**config.mk**
```make
export PLATFORM = sky130hd
export DESIGN_NAME = lc3_decode_flat
export DESIGN_NICKNAME = d
export VERILOG_FILES = /design/src/rtl/lc3_pkg.sv /design/src/rtl/lc3_decode_if.sv /design/src/rtl/lc3_field_extract.sv /design/src/rtl/lc3_decode.sv /design/src/flat_wrapper.sv
export SDC_FILE = /design/constraint.sdc
export NUM_CORES = 1
export LEC_CHECK = 0
export BUFFER_PORTS_ARGS = -buffer_cell sky130_fd_sc_hd__buf_4
export CAP_MARGIN = 15
export CORE_AREA = 2 2 83 85
export DETAILED_ROUTE_END_ITERATION = 12
export DIE_AREA = 0 0 85 87
export GPL_TIMING_DRIVEN = 0
export PLACE_DENSITY = 0.75
export SYNTH_ARGS = -nofsm -noshare
export SYNTH_HDL_FRONTEND = slang
export SYNTH_SLANG_ARGS = --single-unit
```
**constraint.sdc**
```tcl
create_clock -name clk -period 1.2 [get_ports clk]
set_input_delay 0.06 -clock clk [delete_from_list [all_inputs] [get_ports clk]]
set_output_delay 0.06 -clock clk [all_outputs]
set_load 0.03 [all_outputs]
```
**src/rtl/lc3_pkg.sv**
```systemverilog
// Shared LC3 definitions: opcodes, datapath widths and the decode FSM encoding.
package lc3_pkg;

  localparam int unsigned WORD_W    = 16;
  localparam int unsigned REG_SEL_W = 3;

  localparam logic [3:0] OP_BR   = 4'b0000;
  localparam logic [3:0] OP_ADD  = 4'b0001;
  localparam logic [3:0] OP_LD   = 4'b0010;
  localparam logic [3:0] OP_ST   = 4'b0011;
  localparam logic [3:0] OP_JSR  = 4'b0100;
  localparam logic [3:0] OP_AND  = 4'b0101;
  localparam logic [3:0] OP_LDR  = 4'b0110;
  localparam logic [3:0] OP_STR  = 4'b0111;
  localparam logic [3:0] OP_RTI  = 4'b1000;
  localparam logic [3:0] OP_NOT  = 4'b1001;
  localparam logic [3:0] OP_LDI  = 4'b1010;
  localparam logic [3:0] OP_STI  = 4'b1011;
  localparam logic [3:0] OP_JMP  = 4'b1100;
  localparam logic [3:0] OP_RES  = 4'b1101;
  localparam logic [3:0] OP_LEA  = 4'b1110;
  localparam logic [3:0] OP_TRAP = 4'b1111;

  typedef enum logic [1:0] {
    StIdle = 2'd0,
    StWait = 2'd1,
    StDone = 2'd2
  } decode_state_e;

endpackage

```
**src/rtl/lc3_decode_if.sv**
```systemverilog
// Decode-stage bus: request/memory inputs from fetch, IR fields out to fetch and execute.
interface lc3_decode_if;
  import lc3_pkg::*;

  logic                 decode_start;
  logic [WORD_W-1:0]    pc_in;
  logic [WORD_W-1:0]    mem_dout;
  logic                 busy;
  logic                 decode_done;
  logic [WORD_W-1:0]    ir;
  logic [WORD_W-1:0]    pc_out;
  logic [3:0]           opCode_out;
  logic [REG_SEL_W-1:0] dr;
  logic [REG_SEL_W-1:0] br_nzp;
  logic [REG_SEL_W-1:0] sr1;
  logic [REG_SEL_W-1:0] sr2;
  logic                 imm_flag;
  logic [WORD_W-1:0]    imm5_sext;
  logic [WORD_W-1:0]    offset6_sext;
  logic [8:0]           offset9;
  logic [WORD_W-1:0]    offset9_sext;
  logic [WORD_W-1:0]    offset11_sext;
  logic                 jsr_flag;
  logic [WORD_W-1:0]    trapvect8;
  logic                 reg_we;
  logic                 illegal;

  modport master (
    output decode_start, pc_in, mem_dout,
    input  busy, decode_done, ir, pc_out, opCode_out, dr, br_nzp, sr1, sr2, imm_flag,
           imm5_sext, offset6_sext, offset9, offset9_sext, offset11_sext, jsr_flag,
           trapvect8, reg_we, illegal
  );

  modport slave (
    input  decode_start, pc_in, mem_dout,
    output busy, decode_done, ir, pc_out, opCode_out, dr, br_nzp, sr1, sr2, imm_flag,
           imm5_sext, offset6_sext, offset9, offset9_sext, offset11_sext, jsr_flag,
           trapvect8, reg_we, illegal
  );

endinterface

```
**src/rtl/lc3_field_extract.sv**
```systemverilog
// Combinational IR field splitter, shared by decode and execute.
module lc3_field_extract
  import lc3_pkg::*;
(
  input  logic [WORD_W-1:0]    i_ir,
  output logic [3:0]           o_opcode,
  output logic [REG_SEL_W-1:0] o_dr,
  output logic [REG_SEL_W-1:0] o_br_nzp,
  output logic [REG_SEL_W-1:0] o_sr1,
  output logic [REG_SEL_W-1:0] o_sr2,
  output logic                 o_imm_flag,
  output logic [WORD_W-1:0]    o_imm5_sext,
  output logic [WORD_W-1:0]    o_offset6_sext,
  output logic [8:0]           o_offset9,
  output logic [WORD_W-1:0]    o_offset9_sext,
  output logic [WORD_W-1:0]    o_offset11_sext,
  output logic                 o_jsr_flag,
  output logic [WORD_W-1:0]    o_trapvect8,
  output logic                 o_reg_we,
  output logic                 o_illegal
);

  assign o_opcode        = i_ir[15:12];
  assign o_dr            = i_ir[11:9];
  assign o_br_nzp        = i_ir[11:9];
  assign o_sr1           = i_ir[8:6];
  assign o_sr2           = i_ir[2:0];
  assign o_imm_flag      = i_ir[5];
  assign o_imm5_sext     = {{11{i_ir[4]}}, i_ir[4:0]};
  assign o_offset6_sext  = {{10{i_ir[5]}}, i_ir[5:0]};
  assign o_offset9       = i_ir[8:0];
  assign o_offset9_sext  = {{7{i_ir[8]}}, i_ir[8:0]};
  assign o_offset11_sext = {{5{i_ir[10]}}, i_ir[10:0]};
  assign o_jsr_flag      = i_ir[11];
  assign o_trapvect8     = {8'h00, i_ir[7:0]};

  always_comb begin
    o_reg_we  = 1'b0;
    o_illegal = 1'b0;
    case (i_ir[15:12])
      OP_ADD, OP_AND, OP_NOT, OP_LD, OP_LDI, OP_LDR, OP_LEA: o_reg_we = 1'b1;
      OP_RES, OP_RTI: o_illegal = 1'b1;
      default: ;
    endcase
  end

endmodule

```
**src/rtl/lc3_decode.sv**
```systemverilog
// LC3 decode stage: waits out instruction-memory latency, latches IR and PC, pulses done.
module lc3_decode
  import lc3_pkg::*;
#(
  parameter int unsigned MEM_LATENCY = 1
) (
  input logic          clk,
  input logic          rst,
  lc3_decode_if.slave  bus
);

  localparam logic [2:0] LatInit = 3'(MEM_LATENCY);

  decode_state_e     r_state, w_state_next;
  logic [2:0]        r_cnt, w_cnt_next;
  logic [WORD_W-1:0] r_ir, w_ir_next;
  logic [WORD_W-1:0] r_pc, w_pc_next;

  always_ff @(posedge clk) begin
    if (rst) begin
      r_state <= StIdle;
      r_cnt   <= 3'd0;
      r_ir    <= '0;
      r_pc    <= '0;
    end else begin
      r_state <= w_state_next;
      r_cnt   <= w_cnt_next;
      r_ir    <= w_ir_next;
      r_pc    <= w_pc_next;
    end
  end

  always_comb begin
    w_state_next = r_state;
    w_cnt_next   = r_cnt;
    w_ir_next    = r_ir;
    w_pc_next    = r_pc;
    case (r_state)
      StIdle: begin
        if (bus.decode_start) begin
          w_pc_next    = bus.pc_in;
          w_cnt_next   = LatInit;
          w_state_next = StWait;
        end
      end
      StWait: begin
        w_cnt_next = r_cnt - 3'd1;
        // Counter hits zero on this edge: memory data is valid now.
        if (r_cnt == 3'd1) begin
          w_ir_next    = bus.mem_dout;
          w_state_next = StDone;
        end
      end
      StDone:  w_state_next = StIdle;
      default: w_state_next = StIdle;
    endcase
  end

  assign bus.busy        = (r_state != StIdle);
  assign bus.decode_done = (r_state == StDone);
  assign bus.ir          = r_ir;
  assign bus.pc_out      = r_pc;

  lc3_field_extract u_field_extract (
    .i_ir            (r_ir),
    .o_opcode        (bus.opCode_out),
    .o_dr            (bus.dr),
    .o_br_nzp        (bus.br_nzp),
    .o_sr1           (bus.sr1),
    .o_sr2           (bus.sr2),
    .o_imm_flag      (bus.imm_flag),
    .o_imm5_sext     (bus.imm5_sext),
    .o_offset6_sext  (bus.offset6_sext),
    .o_offset9       (bus.offset9),
    .o_offset9_sext  (bus.offset9_sext),
    .o_offset11_sext (bus.offset11_sext),
    .o_jsr_flag      (bus.jsr_flag),
    .o_trapvect8     (bus.trapvect8),
    .o_reg_we        (bus.reg_we),
    .o_illegal       (bus.illegal)
  );

endmodule

```
**src/flat_wrapper.sv**
```systemverilog
// flat-port wrapper written by rule: the top's interface ports become plain ports
module lc3_decode_flat import lc3_pkg::*;
#(
  parameter int unsigned MEM_LATENCY = 1
)
  (clk, rst, bus_decode_start, bus_pc_in, bus_mem_dout, bus_busy, bus_decode_done, bus_ir, bus_pc_out, bus_opCode_out, bus_dr, bus_br_nzp, bus_sr1, bus_sr2, bus_imm_flag, bus_imm5_sext, bus_offset6_sext, bus_offset9, bus_offset9_sext, bus_offset11_sext, bus_jsr_flag, bus_trapvect8, bus_reg_we, bus_illegal);
  lc3_decode_if bus_i ();
  input logic clk;
  input logic rst;
  input wire logic [$bits(bus_i.decode_start)-1:0] bus_decode_start;
  input wire logic [$bits(bus_i.pc_in)-1:0] bus_pc_in;
  input wire logic [$bits(bus_i.mem_dout)-1:0] bus_mem_dout;
  output wire logic [$bits(bus_i.busy)-1:0] bus_busy;
  output wire logic [$bits(bus_i.decode_done)-1:0] bus_decode_done;
  output wire logic [$bits(bus_i.ir)-1:0] bus_ir;
  output wire logic [$bits(bus_i.pc_out)-1:0] bus_pc_out;
  output wire logic [$bits(bus_i.opCode_out)-1:0] bus_opCode_out;
  output wire logic [$bits(bus_i.dr)-1:0] bus_dr;
  output wire logic [$bits(bus_i.br_nzp)-1:0] bus_br_nzp;
  output wire logic [$bits(bus_i.sr1)-1:0] bus_sr1;
  output wire logic [$bits(bus_i.sr2)-1:0] bus_sr2;
  output wire logic [$bits(bus_i.imm_flag)-1:0] bus_imm_flag;
  output wire logic [$bits(bus_i.imm5_sext)-1:0] bus_imm5_sext;
  output wire logic [$bits(bus_i.offset6_sext)-1:0] bus_offset6_sext;
  output wire logic [$bits(bus_i.offset9)-1:0] bus_offset9;
  output wire logic [$bits(bus_i.offset9_sext)-1:0] bus_offset9_sext;
  output wire logic [$bits(bus_i.offset11_sext)-1:0] bus_offset11_sext;
  output wire logic [$bits(bus_i.jsr_flag)-1:0] bus_jsr_flag;
  output wire logic [$bits(bus_i.trapvect8)-1:0] bus_trapvect8;
  output wire logic [$bits(bus_i.reg_we)-1:0] bus_reg_we;
  output wire logic [$bits(bus_i.illegal)-1:0] bus_illegal;
  assign bus_i.decode_start = bus_decode_start;
  assign bus_i.pc_in = bus_pc_in;
  assign bus_i.mem_dout = bus_mem_dout;
  assign bus_busy = bus_i.busy;
  assign bus_decode_done = bus_i.decode_done;
  assign bus_ir = bus_i.ir;
  assign bus_pc_out = bus_i.pc_out;
  assign bus_opCode_out = bus_i.opCode_out;
  assign bus_dr = bus_i.dr;
  assign bus_br_nzp = bus_i.br_nzp;
  assign bus_sr1 = bus_i.sr1;
  assign bus_sr2 = bus_i.sr2;
  assign bus_imm_flag = bus_i.imm_flag;
  assign bus_imm5_sext = bus_i.imm5_sext;
  assign bus_offset6_sext = bus_i.offset6_sext;
  assign bus_offset9 = bus_i.offset9;
  assign bus_offset9_sext = bus_i.offset9_sext;
  assign bus_offset11_sext = bus_i.offset11_sext;
  assign bus_jsr_flag = bus_i.jsr_flag;
  assign bus_trapvect8 = bus_i.trapvect8;
  assign bus_reg_we = bus_i.reg_we;
  assign bus_illegal = bus_i.illegal;
  lc3_decode #(.MEM_LATENCY(MEM_LATENCY)) u_core (.clk(clk), .rst(rst), .bus(bus_i));
endmodule
```
== Word level (Yosys, flattened, before mapping) ==
Index checks and enable logic that the tools add are counted.

* Divide/modulo/power cells: 0
* Shift-type cells: 0
* Reduce and logical (&&, ||, !) cells: 9
* Bitwise operators: 0
* Mux-type cells: 7
* $lt $le $gt $ge: 0
* Eq/ne operators: 14
* $mul: 0
* $add $sub $neg: 1

{| class="wikitable"
|+ Operators by type and width
! kind !! number
|-
| equality test 4 bit (second input constant) || 5
|-
| equality test 4 x 3 -> 1 bit (second input constant) || 2
|-
| AND reduction 2 bit || 4
|-
| OR reduction 7 bit || 1
|-
| one-hot mux 3 bit (2 select lines) || 1
|-
| equality test 4 x 1 -> 1 bit (second input constant) || 1
|-
| equality test 4 x 2 -> 1 bit (second input constant) || 1
|-
| 2-to-1 mux 2 bit || 2
|-
| one-hot mux 2 bit (2 select lines) || 1
|-
| nonzero test 2 bit || 2
|-
| equality test 3 x 1 -> 1 bit (second input constant) || 1
|-
| 2-to-1 mux 3 bit || 1
|-
| subtractor 3 x 1 -> 3 bit (second input constant) || 1
|-
| equality test 2 x 1 -> 1 bit (second input constant) || 1
|-
| equality test 2 bit (second input constant) || 1
|-
| logical NOT 2 bit || 1
|-
| 2-to-1 mux 1 bit || 2
|-
| inequality test 2 x 1 -> 1 bit (second input constant) || 1
|-
| inequality test 2 bit (second input constant) || 1
|-
| OR reduction 2 bit || 1
|}

* Register bits after elaboration: 37
* Memories kept: 0
* Bits in read-only memories: 0
* Bits in latches: 0
* Word-level logic and storage cells: 35
* Input port bits: 35
* Memory bits (writable): 0

== Logic depth before layout (Yosys ltp) ==
Gate-level depths: netlist (run 1).

* Depth after elaboration: 3
* Gate-level depth with buffers: 7

== Modules after synthesis ==
A second synthesis (run 1) with hierarchy kept.

* Cell total of the unflattened synthesis: 282
* Area total of the unflattened synthesis: 2318.5 um^2

{| class="wikitable"
|+ By module, submodules not included
! module !! area an instance (um^2) !! instances !! cells an instance !! sequential area each (um^2)
|-
| lc3_decode || 1470.2 || 1 || 170 || 740.7
|-
| lc3_field_extract || 848.3 || 1 || 112 || 0.0
|}

== Least setup slack after synthesis (run 1) ==
No wires, ideal clock.

* Path type: register to output
* Start: register u_core.r_ir[12] (netlist: u_core.bus.ir[12])
* End: output bus_illegal
* Cell stages (with the launch flop): 3
* Path buffers: 0
* Slack: -0.270 ns
* Required time: 1.140 ns
* Arrival time: 1.410 ns
* Path through: dfxtp_1 -> xor2_1 -> nor3b_1

* Longest elaborated chain between the ends: 3

{| class="wikitable"
|+ RTL lines
! item !! RTL line !! source
|-
| start, declared || lc3_decode.sv:16 || <nowiki>logic [WORD_W-1:0] r_ir, w_ir_next;</nowiki>
|-
| start signal, assigned || lc3_decode.sv:28 || <nowiki>r_ir <= w_ir_next;</nowiki>
|-
| equality test 4 bit || lc3_field_extract.sv:40 || <nowiki>case (i_ir[15:12])</nowiki>
|-
| OR reduction 2 bit * || lc3_field_extract.sv:40 ||
|-
| 2-to-1 mux 1 bit * || lc3_field_extract.sv:40 ||
|-
| end, declared || flat_wrapper.sv:31 || <nowiki>output wire logic [$bits(bus_i.illegal)-1:0] bus_illegal;</nowiki>
|}

Every way passes the cells marked *; elsewhere a longest branch is shown, timed or not.

== Worst setup path in the final report (run 1) ==
* Start: register u_core.r_cnt[1]
* End: register u_core.r_ir[14] (netlist: u_core.bus.ir[14])

* Longest elaborated chain between the ends: 2

{| class="wikitable"
|+ RTL lines
! item !! RTL line !! source
|-
| start, declared || lc3_decode.sv:15 || <nowiki>logic [2:0] r_cnt, w_cnt_next;</nowiki>
|-
| start signal, assigned || lc3_decode.sv:27 || <nowiki>r_cnt <= w_cnt_next;</nowiki>
|-
| equality test 3 x 1 -> 1 bit || lc3_decode.sv:49 || <nowiki>if (r_cnt == 3'd1) begin</nowiki>
|-
| AND reduction 2 bit (no source line) || n/a ||
|}

Every way passes these cells.
A chain may end at the register's enable or synchronous reset.

==> results, run 1 <==
- The die covers ~7400 µm².
- The ratio of cells with drive above 1 in the final layout is 83.02%.
- The source of the worst hold timing path is bus_pc_in[14].
- The category of the worst setup path launch point is a flop.
- Setup repair after global routing could not meet its margin everywhere.
- The TritonCTS clock tree is yes.
- Power spread over the standard cell area amounts to 891.4 nW/µm².
- The clock insertion delay at the later pin of the skew report is 290 ps.
- In the post-route analysis, the smallest setup slack over all paths is -23.46 ps.
- The fraction of registers with async set/reset is 0%.
- The total number of H-tree levels is 2.
- The number of hold violations in the final report is 0.
- The antenna diode count is 0.
- The count of final setup violators is 14.
- Among all cell types in the netlist, the one instantiated most often is buf_4.
- The leakage component of the power is 0.002329 µW.
- The critical path capture point type is a flop.
- The overall die width is around 85 µm.
- The initial antenna violation count is 0.
- The worst flop-to-flop path startpoint is u_core.r_cnt[1].
- The overflow left after global routing is 0.
- The half-perimeter wire length of the detailed placement result is about 4800 µm.
- The final antenna-violating net count is 0.
- Prior to clock tree synthesis, the placed netlist has a worst setup slack of -166.6 ps.
- After synthesis, the largest area contributor takes up 36.27% of total cell area.
- Measured against its own limit, the worst slew margin works out to 53.73%.
- Static timing analysis puts the maximum clock frequency at roughly 800 MHz.
- Yosys printed 0 warnings.
- The floorplan step set the die height to 87 µm.
- The detailed-route wire length per cell is 11.90 µm.
- The worst clock skew on the final layout is 7.877 ps.
- The biggest area contributor in the post-synthesis netlist is buf_4.
- The average vias per placed instance is approximately 4.0.
- Max-cap violations in this run came to 0.
- The length of the first detailed-routing pass in iterations is 4.
- The number of global-route vias before repair came to just over 2000.
- The count of routing violations after the opening detailed-route iteration is 27.
- The flow ran to the end, but the final reports show violations.
- The synthesized netlist contains 26 unique library cells.
- The placeable core area is 6569 µm².
- The pin count of the biggest net entering global routing is 20.
- At the worst endpoint, the arrival time is 1360 ps.
- In this run, synthesis produced a sequential element count of 37.
- The final reports fail on negative setup slack.
- The utilization of the core after routing is between 60% and 70%.
- For this run, design rule violations remaining after detail routing come to 0.
- The routed wire length is 6702 µm.
- The layout net count is 519.
- Summing every instance area after synthesis gives 2256 µm².
- The number of placed I/O pins is 178.
- The initial utilization of the core area, before any placement, comes to 34.34%.
- The number of instances in the synthesized netlist is around 280.
- The setup total negative slack is -104.4 ps.
- Overall power consumption after layout is estimated at between 3000 and 4000 µW.
- The worst path required time is 1340 ps.
- The final critical path takes up 102.0% of the cycle.
- After floorplanning, the core was divided into 30 placement rows.
- The startpoint of the most critical setup path is u_core.r_cnt[1].
- Routability-driven placement finished with a final weighted congestion of 0.6644.
- For the pin with the worst max-slew slack, the measured transition is 694.1 ps.
- The register clock-pin slew on the reported worst setup and hold paths is approximately 80 ps.
- The count of final max-slew check failures came to 0.
- The fraction of the yosys area taken by sequential cells is 32.83%.
- The most used flip-flop cell after synthesis is dfxtp_1.
- Averaged over all synthesized cells, the footprint is 7.971 µm².
- The clock sink total is 37.
- The type of the worst min-delay path is primary input to flop.
- The number of buffers inserted during clock tree synthesis is 5.
- The first global-routing pass estimated 9328 µm of wire.
- In the synthesized netlist, the cells that appear most often are 109 x buf_4, 65 x nand2_1, 37 x dfxtp_1.
- Counting flops with a built-in enable in the synthesized netlist gives 0.
- The port buffer count is 168.
- The maximum net fanout on the critical path is 6.
- The type of the worst setup path is flop to flop.
- The routed design could run at a clock period as short as 1223 ps.
- Global routing used roughly 15% of the available tracks across all layers.
- By area the synthesized netlist is led by buf_4 36%, dfxtp_1 33%, nand2_1 11%.
- The final route contains 2275 vias.
- The cell at the root of the clock tree is clkbuf_8.
- The clock passes through at most 2 buffers.
- The area growth from synthesis to final layout is 91.79%.
- VDD sags by at most 0.0007441 V.
state kept, by name (all words and copies together), names as in the netlist:
name	cells
u_core.r_state	2
u_core.r_cnt	3
u_core.bus.ir	16
u_core.bus.pc_out	16
critical path: stages, from the launching register on:
cell and delay, ps:
dfxtp_2 330, inv_2 60, ha_4 130, nand4bb_1 110, buf_6 160, clkbuf_16 160
nand2_1 60, a21oi_1 50
repair_timing:
| action | 4_1_cts | 5_1_grt |
|---|---|---|
| pin swaps | 14 | 39 |
| gates cloned | 1 | 4 |
| endpoints found under the hold margin | 1 | 0 |
| hold buffers | 1 | 0 |
| buffers inserted | 11 | 3 |
| gates resized for setup | 40 | 99 |
| setup endpoints to repair | 76 | 73 |
layout make-up:
cell class	instances	area, µm²
fill	566	2242
tap	80	100.1
multi-input combinational	129	950.9
clock buffer	5	68.82
inverter	4	15.01
clock inverter	3	17.52
timing repair buffer	188	1501
sequential	37	770.7
buffer	117	902.1
worst paths after layout:
kind,endpoint,slack [ps],cells after the start
max,u_core.bus.ir[14],-20,7
min,u_core.bus.pc_out[14],10,3
max reg2reg,u_core.bus.ir[14],-20,7
min reg2reg,u_core.bus.pc_out[8],460,2
report_power, final:
| group | internal, µW | switching [µW] |
|---|---|---|
| Sequential | 1300 | 98.8 |
| Combinational | 756 | 850 |
| Clock | 401 | 451 |
| Total | 2460 | 1400 |
placed cells by master, fill, tap and decap left out, types with 2 or more instances in the layout:
cell type  count
nor3b_2        2
dfxtp_2        9
a21oi_2       25
nor2b_1        2
clkinv_2       2
clkbuf_8       5
dfxtp_4        5
buf_6         17
conb_1         8
buf_8          2
clkbuf_16      2
inv_1          2
clkbuf_1       4
a211oi_1       2
nor2_1         2
dfxtp_1       23
a21oi_1        9
nand2_1       20
buf_4        278
nor3b_1        2
inv_2          2
nand2_2       30
nand2_4       15
metal layers:
layer / up-vias / wire length (µm) / global-route usage [%]
met2: 106 / 3427 / 27.70
li1: 1174 / - / -
met5: - / 0 / 0
met1: 993 / 2534 / 17.25
met3: 2 / 724 / 6.066
met4: 0 / 15 / 3.030
through the flow:
stage | instances | cell area (µm²) | hold WS [ps]
4_1_cts | 557 | 3928 | 4.095
3_3_place_gp | 538 | 3660 | 306.6
6_report | 563 | 4327 | 13.09
2_1_floorplan | 290 | 2298 | 196.0
5_1_grt | 563 | 4327 | 1.609
3_5_place_dp | 538 | 3660 | 314.9
cell families after synthesis:
| group | synth area share, % |
|---|---|
| flops | 32.83 |
| xor+xnor | 0.3883 |
| buf+inv | 40.43 |
| simple gates | 15.59 |
| fa+ha+maj | 1.109 |
| other cells | 0.1662 |
| compound gates | 9.484 |
Power figures use the tool's default switching activity.
==> run 2: changes to the inputs <==
RECOVER_POWER = 25   (was unset)
==> results, run 2 (same netlist as run 1, synthesis figures left out) <==
- The placeable core area came to 6569 µm² (unchanged).
- The effective utilization at floorplan is 34.34% (unchanged).
- The slew at the pin with the worst max-slew slack is 697.4 ps (+3.308 ps).
- The total power divided by cell area is 901.4 nW/µm² (+1.1%).
- The maximum cell stage delay along the critical path is 330 ps (about the same).
- The die footprint is 7395 µm² (unchanged).
- The count of routing violations after the opening detailed-route iteration is 43 (+59%).
- The worst clock skew on the final layout is 7.965 ps (+0.08746 ps).
- The cell at the root of the clock tree is clkbuf_8.
- The layout net count is 519 (unchanged).
- The final reports fail on negative setup slack.
- The cell internal power dissipation is 2424 µW (-1.4%).
- The final antenna-violating net count is 0 (unchanged).
- The number of hold violations in the final report came to 0 (unchanged).
- The first-pass GRT wire length was 9328 µm (unchanged).
- The library cell used most frequently in the layout, excluding fill and tap cells, is buf_4.
- The switching share of total power is 36.58% (+0.29 points).
- The leakage component of the power is 0.002255 µW (-3.2%).
- The clock share of power was 22.3% (+0.2 points).
- The port buffer count is 168 (unchanged).
- The worst setup path is captured at a flop.
- The sequential fraction of design power is 36.6% (+0.3 points).
- The number of max-capacitance violations reported is 0 (unchanged).
- The routed via count came to 2273 (-0.088%).
- The setup total negative slack was -89.87 ps (+14.53 ps).
- The storage element area is 760.7 µm² (-1.3%).
- The number of buffers inserted during clock tree synthesis is 5 (unchanged).
- The initial antenna violation count is 0 (unchanged).
- The worst path required time is 1340 ps (about the same).
- The number of fill cells is 594 (+4.9%).
- The number of design rule violations left after detail routing is 0 (unchanged).
- The floorplan die height came to 87 µm (unchanged).
- The switching power summed over all nets was 1398 µW (-0.13%).
- The average vias per placed instance was 4.037 (about the same).
- Setup repair after global routing could not meet its margin everywhere.
- The final worst setup slack came to -23.46 ps (-0.002200 ps).
- The half-perimeter wire length of the detailed placement result is 4789 µm (unchanged).
- The tightest slew margin relative to the limit is 53.51% (-0.22 points).
- The number of global-route vias before repair is 2015 (unchanged).
- In the layout the commonest cells are 255 x buf_4, 30 x nand2_2, 27 x dfxtp_1.
- The routed wire length is 6667 µm (-0.52%).
- The total number of H-tree levels came to 2 (unchanged).
- The worst setup path is launched from a flop.
- The clock period minus worst slack is 1223 ps (+0.002200 ps).
- The count of final max-slew check failures is 0 (unchanged).
- The worst-case register-to-register setup slack is -20 ps (about the same).
- The type of the worst setup path is flop to flop.
- The maximum net fanout on the critical path was 6 (unchanged).
- The global router's overall resource usage is 15.38% (unchanged).
- The clock insertion delay at the later pin of the skew report is 290 ps (about the same).
- The share of the cycle needed by the critical path after routing is 102.0% (about the same).
- The maximum root-to-sink buffer count was 2 (unchanged).
- The count of final setup violators was 12 (-2).
- The multi-input logic area is 950.9 µm² (unchanged).
- The largest vdd supply drop is 0.0007398 V (-0.58%).
- The worst setup slack after placement came to -166.6 ps (unchanged).
- The flow ran to the end, but the final reports show violations.
- The length of the first detailed-routing pass in iterations is 4 (unchanged).
- The share of total power in combinational logic is 41.1% (-0.5 points).
- The pin count of the biggest net entering global routing was 20 (unchanged).
- The worst hold path belongs to the class primary input to flop.
- The arrival time at the worst endpoint is 1360 ps (about the same).
- The weighted congestion at the end of routability-driven global placement is 0.6644 (unchanged).
- The utilization of the core after routing is 64.53% (-1.3 points).
- The clock sink total is 37 (unchanged).
- The antenna diode count was 0 (unchanged).
- The overall die width came to 85 µm (unchanged).
- The standard-cell row count is 30 (unchanged).
- The detailed-route wire length per cell is 11.84 µm (-0.52%).
- The area growth from synthesis to final layout is 87.91%.
- The register clock-pin slew on the reported worst setup and hold paths is 80 ps (about the same).
- The slowest cell on the critical path is dfxtp_2.
- The signal on the critical path passes through inv_2 > ha_4 > nand4bb_1 > buf_6 > clkbuf_16 > nand2_1 > a21oi_1.
- TritonCTS built the clock tree.
- The overflow left after global routing was 0 (unchanged).
- The number of placed I/O pins is 178 (unchanged).
- The ratio of cells with drive above 1 in the final layout is 78.88% (-4.1 points).
- The maximum operating frequency is 817.4 MHz (about the same).
run 2: per-layer routing:
| metal | wire length [µm] | vias up | GRT usage (%) |
|---|---|---|---|
| met2 | 3423 | 102 | 27.70 |
| met4 | 15 | 0 | 3.030 |
| met5 | 0 | - | 0 |
| met3 | 674 | 2 | 6.066 |
| met1 | 2554 | 996 | 17.25 |
| li1 | - | 1173 | - |
run 2: worst paths after layout:
| kind | start | endpoint | cells after the start |
|---|---|---|---|
| worst min-delay path | bus_pc_in[14] | u_core.bus.pc_out[14] | 3 |
| worst max-delay path | u_core.r_cnt[1] | u_core.bus.ir[14] | 7 |
| worst min register to register | u_core.bus.pc_out[8] | u_core.bus.pc_out[8] | 2 |
| worst max register to register | u_core.r_cnt[1] | u_core.bus.ir[14] | 7 |
run 2: timing repair:
| item | in CTS | in global routing |
|---|---|---|
| gates cloned | 1 | 4 |
| pin swaps | 14 | 39 |
| setup buffers | 11 | 3 |
| endpoints found under the hold margin | 1 | 0 |
| setup endpoints to repair | 76 | 73 |
| hold buffers | 1 | 0 |
| gates resized for setup | 40 | 99 |
run 2: cell type report:
type | count | share of cell area (%)
timing repair buffer | 188 | 33.59
inverter | 4 | 0.3542
clock buffer | 5 | 1.623
buffer | 117 | 21.28
multi-input combinational | 129 | 22.43
clock inverter | 3 | 0.4132
sequential | 37 | 17.95
tap | 80 | 2.361
run 2: power by group through the flow:
stage | sequential (µW) | clock (µW) | combinational [µW]
CTS | 1380 | 885 | 1420
global placement | 1400 | 0 | 1340
global route | 1410 | 931 | 1660
finish | 1400 | 853 | 1570
floorplan | 1510 | 0 | 787
detailed placement | 1410 | 0 | 1360
run 2: through the flow:
stage                     area, µm²  instances  hold slack (ps)  power, µW
after floorplan                2298        290            196.0       2296
after global placement         3660        538            306.6       2748
after detailed placement       3660        538            314.9       2767
after CTS                      3928        557            4.095       3691
after global routing           4239        563            1.609       4008
final                          4239        563            12.63       3821
run 2: critical path, delay by kind of cell (launching register included):
kind,cells,cell delay (ps)
AOI/OAI and AO/OA,1,50
adders and majority gates,1,130
and+or+nand+nor,2,170
buffers and inverters,3,380
DFF,1,330
==> run 3: changes to the inputs <==
CELL_PAD_IN_SITES_DETAIL_PLACEMENT = 0   (was unset)
CELL_PAD_IN_SITES_GLOBAL_PLACEMENT = 2   (was unset)
CORE_AREA = 2 2 152 95   (was 2 2 83 85)
DIE_AREA = 0 0 154 97   (was 0 0 85 87)
GPL_TIMING_DRIVEN = unset   (was 0)
PLACE_DENSITY = unset   (was 0.75)
PLACE_DENSITY_LB_ADDON = 0.1   (was unset)
==> results, run 3 (same netlist as run 1, synthesis figures left out) <==
- The type of the worst min-delay path is primary input to flop.
- The global router's overall resource usage came to 8.151% (-7.2 points).
- The number of buffers inserted during clock tree synthesis is 5 (unchanged).
- The worst clock skew on the final layout is 3.528 ps (-4.436 ps).
- The family with the most delay on the worst path is buffers and inverters.
- The slew at the pin with the worst max-slew slack is 511.7 ps (-185.8 ps).
- The routed via count is 1891 (-17%).
- The maximum net fanout on the critical path is 3 (-3).
- The total cell area at the placement stage is 3028 µm² (-17%).
- The final worst setup slack is -35.28 ps (-11.82 ps).
- The most common library cell in the layout ignoring fill and taps is buf_4.
- The final antenna-violating net count was 0 (unchanged).
- The length of the first detailed-routing pass in iterations came to 4 (unchanged).
- The total power divided by cell area came to 1307 nW/µm² (+45%).
- The area growth from synthesis to layout is 47.09%.
- The count of routing violations after the opening detailed-route iteration is 40 (-7.0%).
- The storage element area came to 754.5 µm² (-0.82%).
- The number of placed I/O pins is 178 (unchanged).
- Walking the worst path, the cells encountered are buf_6 > buf_6 > or2_1 > buf_6.
- The first-pass GRT wire length is 9397 µm (+0.74%).
- The clock period minus worst slack is 1235 ps (+11.82 ps).
- The tightest slew margin relative to the limit was 65.89% (+12 points).
- In the layout the commonest cells are 147 x buf_4, 59 x nand2_1, 30 x dfxtp_1.
- The number of global-route vias before repair is 1636 (-19%).
- The critical path is of the flop to primary output type.
- The clock sink total is 37 (unchanged).
- The weighted congestion at the end of routability-driven global placement came to 0.6945 (+4.5%).
- The overall die width came to 154 µm (+81%).
- The arrival time at the worst endpoint is 1180 ps (-180 ps).
- The initial antenna violation count is 0 (unchanged).
- The setup total negative slack is -157.3 ps (-67.47 ps).
- The number of max-capacitance violations reported was 0 (unchanged).
- The slowest cell on the critical path is dfxtp_2.
- The total number of H-tree levels is 2 (unchanged).
- The total of hold buffers inserted after clock tree synthesis is 0 (-1).
- In this run the clock root is driven by a clkbuf_16.
- The ratio of cells with drive above 1 in the final layout is 57.65% (-21 points).
- The count of final setup violators is 12 (unchanged).
- The finished layout cell area was 3318 µm² (-22%).
- The leakage component of the power is 0.001569 µW (-30%).
- The TritonCTS clock tree is yes.
- The hold slack is 16.47 ps (+3.840 ps).
- The largest vdd supply drop is 0.0005001 V (-32%).
- The utilization of the core after routing was 24.73% (-40 points).
- The placeable core area is 13420 µm² (+100%).
- The standard-cell row count is 33 (+10%).
- The share of the cycle needed by the critical path after routing is 102.9% (+0.98 points).
- The worst setup slack after placement is -24.47 ps (+142.2 ps).
- The number of buffer and inverter stages on the critical path came to 3 (unchanged).
- The die footprint came to 14940 µm² (+100%).
- The antenna diode count is 0 (unchanged).
- Counting stages on the worst path, the most repeated cell is buf_6.
- The overflow left after global routing is 0 (unchanged).
- The half-perimeter wire length of the detailed placement result was 4794 µm (+0.10%).
- The port buffer count is 169 (+0.60%).
- The number of hold violations in the final report was 0 (unchanged).
- Setup repair after global routing could not meet its margin everywhere.
- The average vias per placed instance is 3.495 (-13%).
- The number of design rule violations left after detail routing is 0 (unchanged).
- The maximum root-to-sink buffer count is 2 (unchanged).
- STA classifies the critical path startpoint as a flop.
- The count of final max-slew check failures is 0 (unchanged).
- The maximum cell stage delay along the critical path is 320 ps (about the same).
- The pin count of the biggest net entering global routing was 38 (+90%).
- The worst path required time is 1140 ps (-200 ps).
- The worst setup path is captured at a primary output.
- The maximum operating frequency is 809.5 MHz (-0.96%).
- The multi-input logic area was 734.5 µm² (-23%).
- The detailed-route wire length per cell is 12.04 µm (+1.7%).
- The floorplan die height came to 97 µm (+11%).
- The register clock-pin slew on the reported worst setup and hold paths is 60 ps (-20 ps).
- The clock insertion delay at the later pin of the skew report is 280 ps (about the same).
- The layout net count is 402 (-23%).
- The routed wire length is 6514 µm (-2.3%).
- The number of fill cells is 1469 (+150%).
- The effective utilization at floorplan came to 16.81% (-18 points).
- The run finished, with violations left.
- The final reports fail on negative setup slack.
run 3: changes by cell type in the layout (fill, tap and decap cells not counted), sizes merged:
cell         previous run  this run
buf                   275       157
bufinv                  0         2
clkbuf                 34        36
clkinv                  2         1
clkinvlp                1         0
dlygate4sd3             1         0
run 3: worst min-delay path, stage by stage:
cell	delay [ps]
buf_4	110
nand2_1	40
a21oi_1	50
run 3: path summary, 6_finish.rpt:
check	slack [ps]	start	cells past startpoint	to
worst min-delay path	20	bus_mem_dout[12]	3	u_core.bus.ir[12]
worst max register to register	-20	u_core.r_cnt[1]	6	u_core.bus.ir[9]
worst min register to register	450	u_core.bus.pc_out[2]	2	u_core.bus.pc_out[2]
worst max-delay path	-40	u_core.r_state[0]	4	bus_busy
run 3: report_power, final:
| part | switching (µW) | internal (µW) |
|---|---|---|
| sequential | 72.3 | 1300 |
| clock | 538 | 1190 |
| combinational | 758 | 479 |
run 3: what timing repair did:
| action | 4_1_cts | 5_1_grt |
|---|---|---|
| pin swaps | 1 | 10 |
| buffers inserted | 4 | 1 |
| setup endpoints to repair | 21 | 51 |
| gates resized for setup | 12 | 33 |
| gates cloned | 0 | 1 |
run 3: final cells by class:
cell class | instances | area share (%)
timing repair buffer | 188 | 42.35
sequential | 37 | 22.74
multi-input combinational | 129 | 22.13
tap | 175 | 6.599
clock buffer | 5 | 3.771
clock inverter | 3 | 1.961
inverter | 4 | 0.4525
run 3: layer usage:
metal  wire [µm]  up-vias  global-route usage, %
li1            -      942                      -
met1        3173      839                  11.33
met2        2629      108                  11.35
met3         676        2                  3.584
met4          34        0                  2.157
met5           0        -                      0
run 3: stage by stage:
stage | power [µW] | cells
after floorplan | 2296 | 290
after global placement | 2615 | 527
after detailed placement | 2610 | 527
after CTS | 4415 | 539
after global routing | 4562 | 541
final | 4338 | 541
